`src/rtl/vga_timing_pkg.sv`:
```
// vga_timing_pkg: 1280x1024@60 VGA timing defaults, counter widths and the load-request FSM encoding.
package vga_timing_pkg;
    localparam int CW = 11;
    localparam int LW = 13;
    localparam int DEF_H_ACTIVE = 1280;
    localparam int DEF_H_FP = 48;
    localparam int DEF_H_SYNC = 112;
    localparam int DEF_H_BP = 248;
    localparam int DEF_V_ACTIVE = 1024;
    localparam int DEF_V_FP = 1;
    localparam int DEF_V_SYNC = 3;
    localparam int DEF_V_BP = 38;
    localparam int DEF_H_TOTAL = DEF_H_ACTIVE + DEF_H_FP + DEF_H_SYNC + DEF_H_BP;
    localparam int DEF_V_TOTAL = DEF_V_ACTIVE + DEF_V_FP + DEF_V_SYNC + DEF_V_BP;
    localparam int DEF_HS_START = DEF_H_ACTIVE + DEF_H_FP;
    localparam int DEF_HS_END = DEF_HS_START + DEF_H_SYNC;
    localparam int DEF_VS_START = DEF_V_ACTIVE + DEF_V_FP;
    localparam int DEF_VS_END = DEF_VS_START + DEF_V_SYNC;
    typedef enum logic [1:0] {IDLE, REQ1, REQ2} req_state_t;
    function automatic logic in_range(input logic [CW-1:0] x, input int lo, input int hi);
        return x >= CW'(lo) && x < CW'(hi);
    endfunction
endpackage

```
`src/rtl/vga_timing_gen.sv`:
```
// vga_timing_gen: free-running h/v counters with active, sync and frame-start decode (unregistered).
module vga_timing_gen
    import vga_timing_pkg::*;
#(
    parameter int H_ACTIVE = DEF_H_ACTIVE,
    parameter int H_FP = DEF_H_FP,
    parameter int H_SYNC = DEF_H_SYNC,
    parameter int H_BP = DEF_H_BP,
    parameter int V_ACTIVE = DEF_V_ACTIVE,
    parameter int V_FP = DEF_V_FP,
    parameter int V_SYNC = DEF_V_SYNC,
    parameter int V_BP = DEF_V_BP
) (
    input  logic          clock_fifowriter,
    input  logic          iRST,
    output logic [CW-1:0] hcount,
    output logic [CW-1:0] vcount,
    output logic          active,
    output logic          hs,
    output logic          vs,
    output logic          frame_start
);
    localparam int H_TOTAL = H_ACTIVE + H_FP + H_SYNC + H_BP;
    localparam int V_TOTAL = V_ACTIVE + V_FP + V_SYNC + V_BP;
    // Reset parks on the last line so line 0 is prefetched before the first frame.
    always_ff @(posedge clock_fifowriter or posedge iRST) begin
        if (iRST) begin
            hcount <= '0;
            vcount <= CW'(V_TOTAL - 1);
        end else begin
            hcount <= hcount == CW'(H_TOTAL - 1) ? '0 : hcount + CW'(1);
            if (hcount == CW'(H_TOTAL - 1))
                vcount <= vcount == CW'(V_TOTAL - 1) ? '0 : vcount + CW'(1);
        end
    end
    assign active = hcount < CW'(H_ACTIVE) && vcount < CW'(V_ACTIVE);
    assign hs = in_range(hcount, H_ACTIVE + H_FP, H_ACTIVE + H_FP + H_SYNC);
    assign vs = in_range(vcount, V_ACTIVE + V_FP, V_ACTIVE + V_FP + V_SYNC);
    assign frame_start = hcount == '0 && vcount == '0;
endmodule

```
`src/rtl/sdram_vga_fifo_reader.sv`:
```
// sdram_vga_fifo_reader: VGA timing, line-FIFO pixel pop with VS flush, one-line-ahead SDRAM load requests.
// Optional VGA_FIFO_TEST_PATTERN_EN adds iPATTERN_SEL, an XOR test pattern that bypasses the FIFO.
module sdram_vga_fifo_reader
    import vga_timing_pkg::*;
#(
    parameter int H_ACTIVE = DEF_H_ACTIVE,
    parameter int H_FP = DEF_H_FP,
    parameter int H_SYNC = DEF_H_SYNC,
    parameter int H_BP = DEF_H_BP,
    parameter int V_ACTIVE = DEF_V_ACTIVE,
    parameter int V_FP = DEF_V_FP,
    parameter int V_SYNC = DEF_V_SYNC,
    parameter int V_BP = DEF_V_BP
) (
    input  logic          clock_fifowriter,
    input  logic          iRST,
    input  logic [7:0]    iFIFO_RDATA,
    input  logic          iFIFO_EMPTY,
    output logic          oFIFO_RDEN,
    output logic [LW-1:0] oVGA_LINE_TO_LOAD,
    output logic          oVGA_LOAD_TO_FIFO_REQ,
    output logic [7:0]    oVGA_PIXEL,
    output logic          oVGA_HS,
    output logic          oVGA_VS,
    output logic          oVGA_BLANK_N,
    output logic          oFRAME_START,
    output logic          oUNDERFLOW,
    input  logic          iUNDERFLOW_CLR
`ifdef VGA_FIFO_TEST_PATTERN_EN
    ,
    input  logic          iPATTERN_SEL
`endif
);
    localparam int V_TOTAL = V_ACTIVE + V_FP + V_SYNC + V_BP;
    logic [CW-1:0] hcount, vcount;
    logic active, hs, vs, frame_start, pattern, show, underflow, pop_q, req_start;
    logic [7:0] pat_q;
    req_state_t state;
    vga_timing_gen #(
        .H_ACTIVE(H_ACTIVE), .H_FP(H_FP), .H_SYNC(H_SYNC), .H_BP(H_BP),
        .V_ACTIVE(V_ACTIVE), .V_FP(V_FP), .V_SYNC(V_SYNC), .V_BP(V_BP)
    ) timing (
        .clock_fifowriter(clock_fifowriter), .iRST(iRST), .hcount(hcount), .vcount(vcount),
        .active(active), .hs(hs), .vs(vs), .frame_start(frame_start)
    );
`ifdef VGA_FIFO_TEST_PATTERN_EN
    assign pattern = iPATTERN_SEL;
`else
    assign pattern = 1'b0;
`endif
    assign show = active && !iFIFO_EMPTY && !pattern;
    assign underflow = active && iFIFO_EMPTY && !pattern;
    // Popping through the VS lines drains leftovers so the next frame starts aligned.
    assign oFIFO_RDEN = (active || vs) && !iFIFO_EMPTY && !pattern;
    assign oVGA_PIXEL = pop_q ? iFIFO_RDATA : pat_q;
    // Launch one cycle early so the request is already high while hcount reads H_ACTIVE.
    assign req_start = hcount == CW'(H_ACTIVE - 1) &&
                       (vcount < CW'(V_ACTIVE - 1) || vcount == CW'(V_TOTAL - 1));
    always_ff @(posedge clock_fifowriter or posedge iRST) begin
        if (iRST) begin
            state <= IDLE;
            oVGA_LOAD_TO_FIFO_REQ <= 1'b0;
            oVGA_LINE_TO_LOAD <= '0;
        end else begin
            case (state)
                IDLE: if (req_start) begin
                    state <= REQ1;
                    oVGA_LOAD_TO_FIFO_REQ <= 1'b1;
                    oVGA_LINE_TO_LOAD <= vcount == CW'(V_TOTAL - 1) ? '0 : LW'(vcount) + LW'(1);
                end
                REQ1: state <= REQ2;
                default: begin
                    state <= IDLE;
                    oVGA_LOAD_TO_FIFO_REQ <= 1'b0;
                end
            endcase
        end
    end
    always_ff @(posedge clock_fifowriter or posedge iRST) begin
        if (iRST) begin
            oVGA_HS <= 1'b0;
            oVGA_VS <= 1'b0;
            oVGA_BLANK_N <= 1'b0;
            oFRAME_START <= 1'b0;
            oUNDERFLOW <= 1'b0;
            pop_q <= 1'b0;
            pat_q <= '0;
        end else begin
            oVGA_HS <= hs;
            oVGA_VS <= vs;
            oVGA_BLANK_N <= active;
            oFRAME_START <= frame_start;
            oUNDERFLOW <= underflow || (oUNDERFLOW && !iUNDERFLOW_CLR);
            pop_q <= show;
            pat_q <= pattern && active ? hcount[7:0] ^ vcount[7:0] : 8'h00;
        end
    end
endmodule

```
`config.mk`:
```
export PLATFORM = sky130hd
export DESIGN_NAME = sdram_vga_fifo_reader
export DESIGN_NICKNAME = d
export VERILOG_FILES = /design/src/rtl/vga_timing_pkg.sv /design/src/rtl/vga_timing_gen.sv /design/src/rtl/sdram_vga_fifo_reader.sv
export SDC_FILE = /design/constraint.sdc
export NUM_CORES = 1
export LEC_CHECK = 0
export ABC_AREA = 1
export BUFFER_PORTS_ARGS = -buffer_cell sky130_fd_sc_hd__buf_2
export CAP_MARGIN = 20
export CORE_MARGIN = 3
export CORE_UTILIZATION = 30
export CTS_CLUSTER_SIZE = 24
export DETAILED_ROUTE_END_ITERATION = 12
export HOLD_SLACK_MARGIN = 0.12
export PLACE_DENSITY_LB_ADDON = 0.1
export SLEW_MARGIN = 20
export SYNTH_ARGS = -nofsm -noshare
export SYNTH_HDL_FRONTEND = slang
export SYNTH_SLANG_ARGS = --single-unit
export TNS_END_PERCENT = 1
```
`constraint.sdc`:
```
create_clock -name clock_fifowriter -period 1.7 [get_ports clock_fifowriter]
set_input_delay 0.17 -clock clock_fifowriter [delete_from_list [all_inputs] [get_ports clock_fifowriter]]
set_output_delay 0.17 -clock clock_fifowriter [all_outputs]
set_load 0.01 [all_outputs]
```
==> impl_metrics.tcl, run 1 <==
set metrics [dict create \
    status "finished clean" \
    yosys-top-cells-area "dfrtp_1 (42%), nand2_1 (13%), inv_1 (7.7%)" \
    cp_max_fo 4 \
    grt_usage_pct 13.1 \
    cts_tree "built" \
    ir_drop_mv 0.287 \
    grt_pass1_wl_mm 9.03 \
    synthAdderAreaFrac_pct 2.71 \
    avgSynthCellArea_um2 7.71 \
    die_h_um 93.7 \
    setup_ws_ns 0.0425 \
    setup_violations 0 \
    htree_levels 2 \
    synth_mux_area_share_pct 0 \
    synth-simple-area-share_pct 31.6 \
    design_area_mm2 0.00295 \
    root_buffer "clkbuf_8" \
    synth_nets 316 \
    critical_path.cell_chain "buf_4 > o31ai_4 > nor2_4 > o21a_1 > buf_2" \
    synth.most_common_cell "nand2_1" \
    end_kind "primary output" \
    cp.buffers_inverters 2 \
    pre_cts_ws_ns 0.0641 \
    cp.arrival_ns 1.49 \
    crit_start "timing.vcount[1]$_DFFE_PP0N_" \
    grt_overflow_total 0 \
    fin_worst_skew_ns 0.0116 \
    antenna_found_initial 0 \
    initial_core_util_pct 31.3 \
    grt_max_degree 24 \
    synth-main-ff-cell "dfrtp_1" \
    r2r_start "timing.vcount[0]$_DFFE_PP1N_" \
    clock.fmax_mhz 603 \
    dp_cells 438 \
    finalNetCount 374 \
    grt_pass1_vias 1912 \
    ys_warn_count 0 \
    cts_sinks 43 \
    timing.final.crit_period_ns 1.66 \
    gp_congestion 0.774 \
    vias_per_cell 4.47 \
    start_kind "flip-flop" \
    critPathTopFamily "compound AO/OA/AOI/OAI gates" \
    crit_slowest_cell "dfrtp_1" \
    yosys-top-cells-count "nand2_1 (79), inv_1 (47), dfrtp_1 (39), nor2_1 (32), nand3_1 (24)" \
    die_x_um 93.7 \
    syn_inst 299 \
    synth_top_area_share_pct 42.3 \
    path_class "reg -> out" \
    synth_edf_count 0 \
    rows 31 \
    synth-async-reset-ratio_pct 100 \
    yosysUniqueCellTypes 33 \
    drc 0 \
    synth.largest_area_cell "dfrtp_1" \
    cpPeakStageDelay_ns 0.40 \
    portBuffers 38 \
    place_hpwl_mm 3.99 \
    initialDrtViolationCount 84 \
    vias 2042 \
    syn_to_final_growth_pct 28.1 \
    cp.required_ns 1.53 \
    core_area_mm2 0.00737 \
    drt_wl_total_mm 5.41 \
    dr.pass1.iters 4 \
    post-route-util_pct 40.1 \
    leakage_nw 1.54 \
    power.total_w 0.00196 \
    placed_cell_area_mm2 0.00266 \
    wl_per_cell_um 11.8 \
    drive_above_1_share_pct 27.4 \
    clkTransAtPathRegs_ns 0.09 \
    antenna_left 0 \
    synth_compound_area_share_pct 5.59 \
    clk_latency_ns 0.31 \
    hold_viol_final 0 \
    drv_cap 0 \
    final.period_utilization_pct 97.5 \
    synth_top_family_by_area "simple AND/OR/NAND/NOR gates" \
    numCtsBuffers 5 \
    p_per_area_mw_per_mm2 662 \
    rsz0062_at_grt "true" \
    finalMaxSlewViolations 0 \
    netlist_area_mm2 0.00231 \
    fin_cells 457 \
    dieArea_mm2 0.00877 \
    ys_seq_area_share_pct 46.9 \
    ys_ff_latch 43 \
    io_pins 40 \
    synth-xor-area-share_pct 3.04 \
    hp-class "in -> async" \
    antennaDiodeCount 0 \
    clock_path_buffers 2 \
]
==> placed cells by master (no fill, tap or decap), types with 2 or more instances in the layout <==
master	instances
inv_2	5
nor2_1	28
buf_4	14
ha_1	4
dfrtp_1	37
dfstp_2	4
nand2_2	6
buf_2	38
nand4_1	7
dlygate4sd3_1	3
nand2_1	77
nand3_1	23
nor2_4	5
dfrtp_2	2
a21oi_2	3
o21ai_0	11
clkbuf_8	6
nor3_1	8
inv_1	44
a21oi_1	3
nor2_2	3
xor2_1	7
==> worst register-to-register path, stage by stage (launching register included) <==
cell and delay, ns:
dfstp_2 0.57, buf_4 0.13, ha_1 0.20, nand2_2 0.09, inv_2 0.07, buf_4 0.12, a21oi_1 0.08, a21oi_2 0.15
nand2_1 0.07, nand2_1 0.06
==> per-layer routing <==
layer / global-route usage, % / share of wire (%) / wire (um)
met1: 17.7 / 48 / 2600
met2: 20.3 / 44 / 2370
met3: 3.37 / 6.2 / 333
met4: 4.69 / 1.9 / 105
met5: 0 / 0 / 0
==> registers in the layout (all words and copies together) (netlist names) <==
| register | flops |
|---|---|
| oFRAME_START | 1 |
| oUNDERFLOW | 1 |
| oVGA_BLANK_N | 1 |
| oVGA_HS | 1 |
| oVGA_LINE_TO_LOAD | 12 |
| oVGA_LOAD_TO_FIFO_REQ | 1 |
| oVGA_VS | 1 |
| pop_q | 1 |
| state | 2 |
| timing.hcount | 11 |
| timing.vcount | 11 |
==> layout make-up <==
cell class                      count  area, um^2
Fill cell                         778        4420
Sequential cell                    43        1080
Multi-Input combinational cell    200        1080
Timing Repair Buffer               57         357
Inverter                           50         193
Tap cell                           99         124
Clock buffer                        6        82.6
Clock inverter                      2        35.0
==> path summary, 6_finish.rpt <==
check                                                         to  cells after the start  slack, ns
worst max-delay path                                  oFIFO_RDEN                      5       0.04
worst min-delay path            oVGA_LINE_TO_LOAD[2]$_DFFE_PP0P_                      3       0.42
worst max register to register      timing.vcount[6]$_DFFE_PP0N_                      9       0.10
worst min register to register  oVGA_LINE_TO_LOAD[9]$_DFFE_PP0P_                      2       0.47
max in group asynchronous           timing.vcount[0]$_DFFE_PP1N_                      4       0.71
min in group clock_fifowriter   oVGA_LINE_TO_LOAD[9]$_DFFE_PP0P_                      2       0.47
==> where the power goes <==
| group | total [W] | internal (W) | leakage (nW) | switching (W) |
|---|---|---|---|---|
| Clock | 0.000852 | 0.000476 | 0.0612 | 0.000376 |
| Combinational | 0.0000747 | 0.0000317 | 0.917 | 0.0000430 |
| Sequential | 0.00103 | 0.00103 | 0.558 | 0.00000320 |
| Total | 0.00196 | 0.00153 | 1.54 | 0.000422 |
==> kinds of logic after synthesis <==
group,count (synthesis)
DFF,43
buffers and inverters,56
adders and majority gates,5
xor gates and xnor gates,8
and+or+nand+nor,163
other,1
AOI/OAI and AO/OA,23
==> stage by stage <==
step           setup TNS (ns)  hold WS, ns
2_1_floorplan               0        0.236
3_3_place_gp                0        0.218
3_5_place_dp                0        0.223
4_1_cts                     0        0.437
5_1_grt               -0.0477        0.470
6_report                    0        0.419
==> what timing repair did <==
item / CTS / global route
setup buffers: 3 / 5
hold buffers: 3 / 0
pin swaps: 3 / 4
gates cloned: 0 / 0
endpoints found under the hold margin: 22 / 0
endpoints found under the setup margin: 1 / 16
resized for setup: 8 / 15
Power figures use the tool's default switching activity.
==> inputs of run 2 (changes only) <==
Settings changed: CORE_UTILIZATION 30 to 35.
==> run 2 against run 1 <==
  * Sequential share of layout area increased by 1.1 points
  * Critical endpoint unchanged
  * Worst setup slack worse by 0.0025 ns
  * Largest power group unchanged
  * Utilization up 6.7 points
  * Register-to-register slack about the same
  * Cell area fell by 2.8%
  * Fmax fell by 0.15%
  * Critical path depth is the same
  * Sequential power barely moved
  * Via count is 0.78% lower
  * Clock skew fell by 0.0015 ns
==> impl_metrics.tcl, run 2 (same netlist as run 1, synthesis figures left out) <==
set metrics [dict create \
    status "finished clean" \
    vias_per_cell 4.73 \
    drt_wl_total_mm 5.21 \
    clock.fmax_mhz 602 \
    drc 0 \
    grt_util_met2_pct 22.8 \
    largest_reg_flops 12 \
    initial_core_util_pct 37.6 \
    portBuffers 38 \
    antenna_left 0 \
    final.period_utilization_pct 97.7 \
    die_x_um 87.2 \
    reg2reg_depth 8 \
    crit_slowest_cell "dfstp_2" \
    rows 28 \
    gr-usage-met3_pct 3.12 \
    clkTransAtPathRegs_ns 0.09 \
    dr.pass1.iters 5 \
    design_area_mm2 0.00287 \
    antenna_found_initial 0 \
    timing.final.crit_period_ns 1.66 \
    ir_drop_mv 0.355 \
    power.total_w 0.00192 \
    cp_max_fo 3 \
    mostFrequentLayoutCell "nand2_1" \
    gp_congestion 0.847 \
    htree_levels 2 \
    slew_headroom_pct 53.7 \
    finalMaxSlewViolations 0 \
    placed_cell_area_mm2 0.00262 \
    grt_usage_pct 14.2 \
    wl_per_cell_um 12.2 \
    io_pins 40 \
    clock_path_buffers 2 \
    leakage_nw 1.49 \
    layout_common_cells "nand2_1 (78), inv_1 (45), buf_2 (38), dfrtp_1 (37), nor2_1 (28)" \
    critPathTopFamily "flip-flops" \
    core_area_mm2 0.00613 \
    cpPeakStageDelay_ns 0.59 \
    drive_above_1_share_pct 26.1 \
    finalNetCount 369 \
    grt_overflow_total 0 \
    hold_viol_final 0 \
    post-route-util_pct 46.8 \
    antennaDiodeCount 0 \
    grt_max_degree 27 \
    p_per_area_mw_per_mm2 670 \
    dieArea_mm2 0.00760 \
    grt_pass1_wl_mm 8.60 \
    top_regs "oVGA_LINE_TO_LOAD: 12 flops, timing.hcount: 11 flops, timing.vcount: 11 flops" \
    holdWs_ns 0.437 \
    critical_path.cell_chain "ha_4 > o31ai_2 > nor2_2 > o21a_1 > buf_2" \
    start_kind "flip-flop" \
    setup_violations 0 \
    grt_pass1_vias 1863 \
    tightestPinTransition_ns 0.690 \
    hp-class "in -> async" \
    fin_worst_skew_ns 0.0101 \
    grt_util_met1_pct 19.8 \
    die_h_um 87.2 \
    clk_latency_ns 0.29 \
    root_buffer "clkbuf_8" \
    syn_to_final_growth_pct 24.4 \
    path_class "reg -> out" \
    setup_tns_ns 0 \
    numCtsBuffers 5 \
    drv_cap 0 \
    grt_busiest_layer "met2" \
    cts_tree "built" \
    vias 2026 \
    cp.arrival_ns 1.49 \
    place_hpwl_mm 3.87 \
    worst-path-stages 5 \
    cts_sinks 43 \
    end_kind "primary output" \
    cp.required_ns 1.53 \
    cp.buffers_inverters 1 \
    top_register "oVGA_LINE_TO_LOAD" \
    initialDrtViolationCount 180 \
    rsz0062_at_grt "true" \
]
-- run 2: cell types whose count changed in the layout (fill, tap and decap cells not counted), sizes merged --
| cell | delta |
|---|---|
| inv | -1 |
| buf | -6 |
| clkinv | +1 |
| nand2 | +1 |
-- run 2: timing repair --
action,in CTS,in global routing
gates resized for setup,7,13
cloned,0,1
pin swaps,3,4
hold buffers,3,0
endpoints found under the setup margin,1,16
buffers inserted,3,0
hold endpoints to repair,19,0
-- run 2: cell type report --
type	count	area, um^2
clock buffers	6	82.6
clock inverters	2	35.0
fillers	612	3260
inverters	50	193
multi-input cells	201	1070
flip-flops and latches	43	1080
well taps	75	93.8
repair buffers	51	312
-- run 2: worst paths after layout --
check,startpoint,slack [ns],endpoint
max in group asynchronous,iRST,0.67,timing.vcount[3]$_DFFE_PP1N_
hold / removal,iRST,0.44,oVGA_LOAD_TO_FIFO_REQ$_DFFE_PP0P_
setup / recovery,timing.vcount[0]$_DFFE_PP1N_,0.04,oFIFO_RDEN
setup reg to reg,timing.vcount[0]$_DFFE_PP1N_,0.10,timing.vcount[4]$_DFFE_PP0N_
min in group clock_fifowriter,state[1]$_DFFE_PP0P_,0.46,state[1]$_DFFE_PP0P_
hold reg to reg,state[1]$_DFFE_PP0P_,0.46,state[1]$_DFFE_PP0P_
-- run 2: routing by layer --
layer | wire (um) | up-vias
li1 | - | 1034
met1 | 2580 | 937
met2 | 2300 | 53
met3 | 317 | 2
met4 | 17 | 0
met5 | 0 | -
-- run 2: power by group --
| part | switching (W) | internal (W) | total [W] |
|---|---|---|---|
| sequential | 0.00000301 | 0.00103 | 0.00103 |
| combinational | 0.0000429 | 0.0000317 | 0.0000745 |
| clock | 0.000343 | 0.000476 | 0.000819 |
| total | 0.000389 | 0.00153 | 0.00192 |
-- run 2: worst min-delay path: cells and delay by family --
family / cells / cell delay [ns]
buffers and inverters: 3 / 1.02
-- run 2: stage by stage --
step                      setup WS [ns]  std cells
final                            0.0399        428
after global routing            -0.0450        428
after CTS                       -0.0221        427
after detailed placement         0.0242        413
after global placement           0.0262        413
after floorplan                   0.123        299
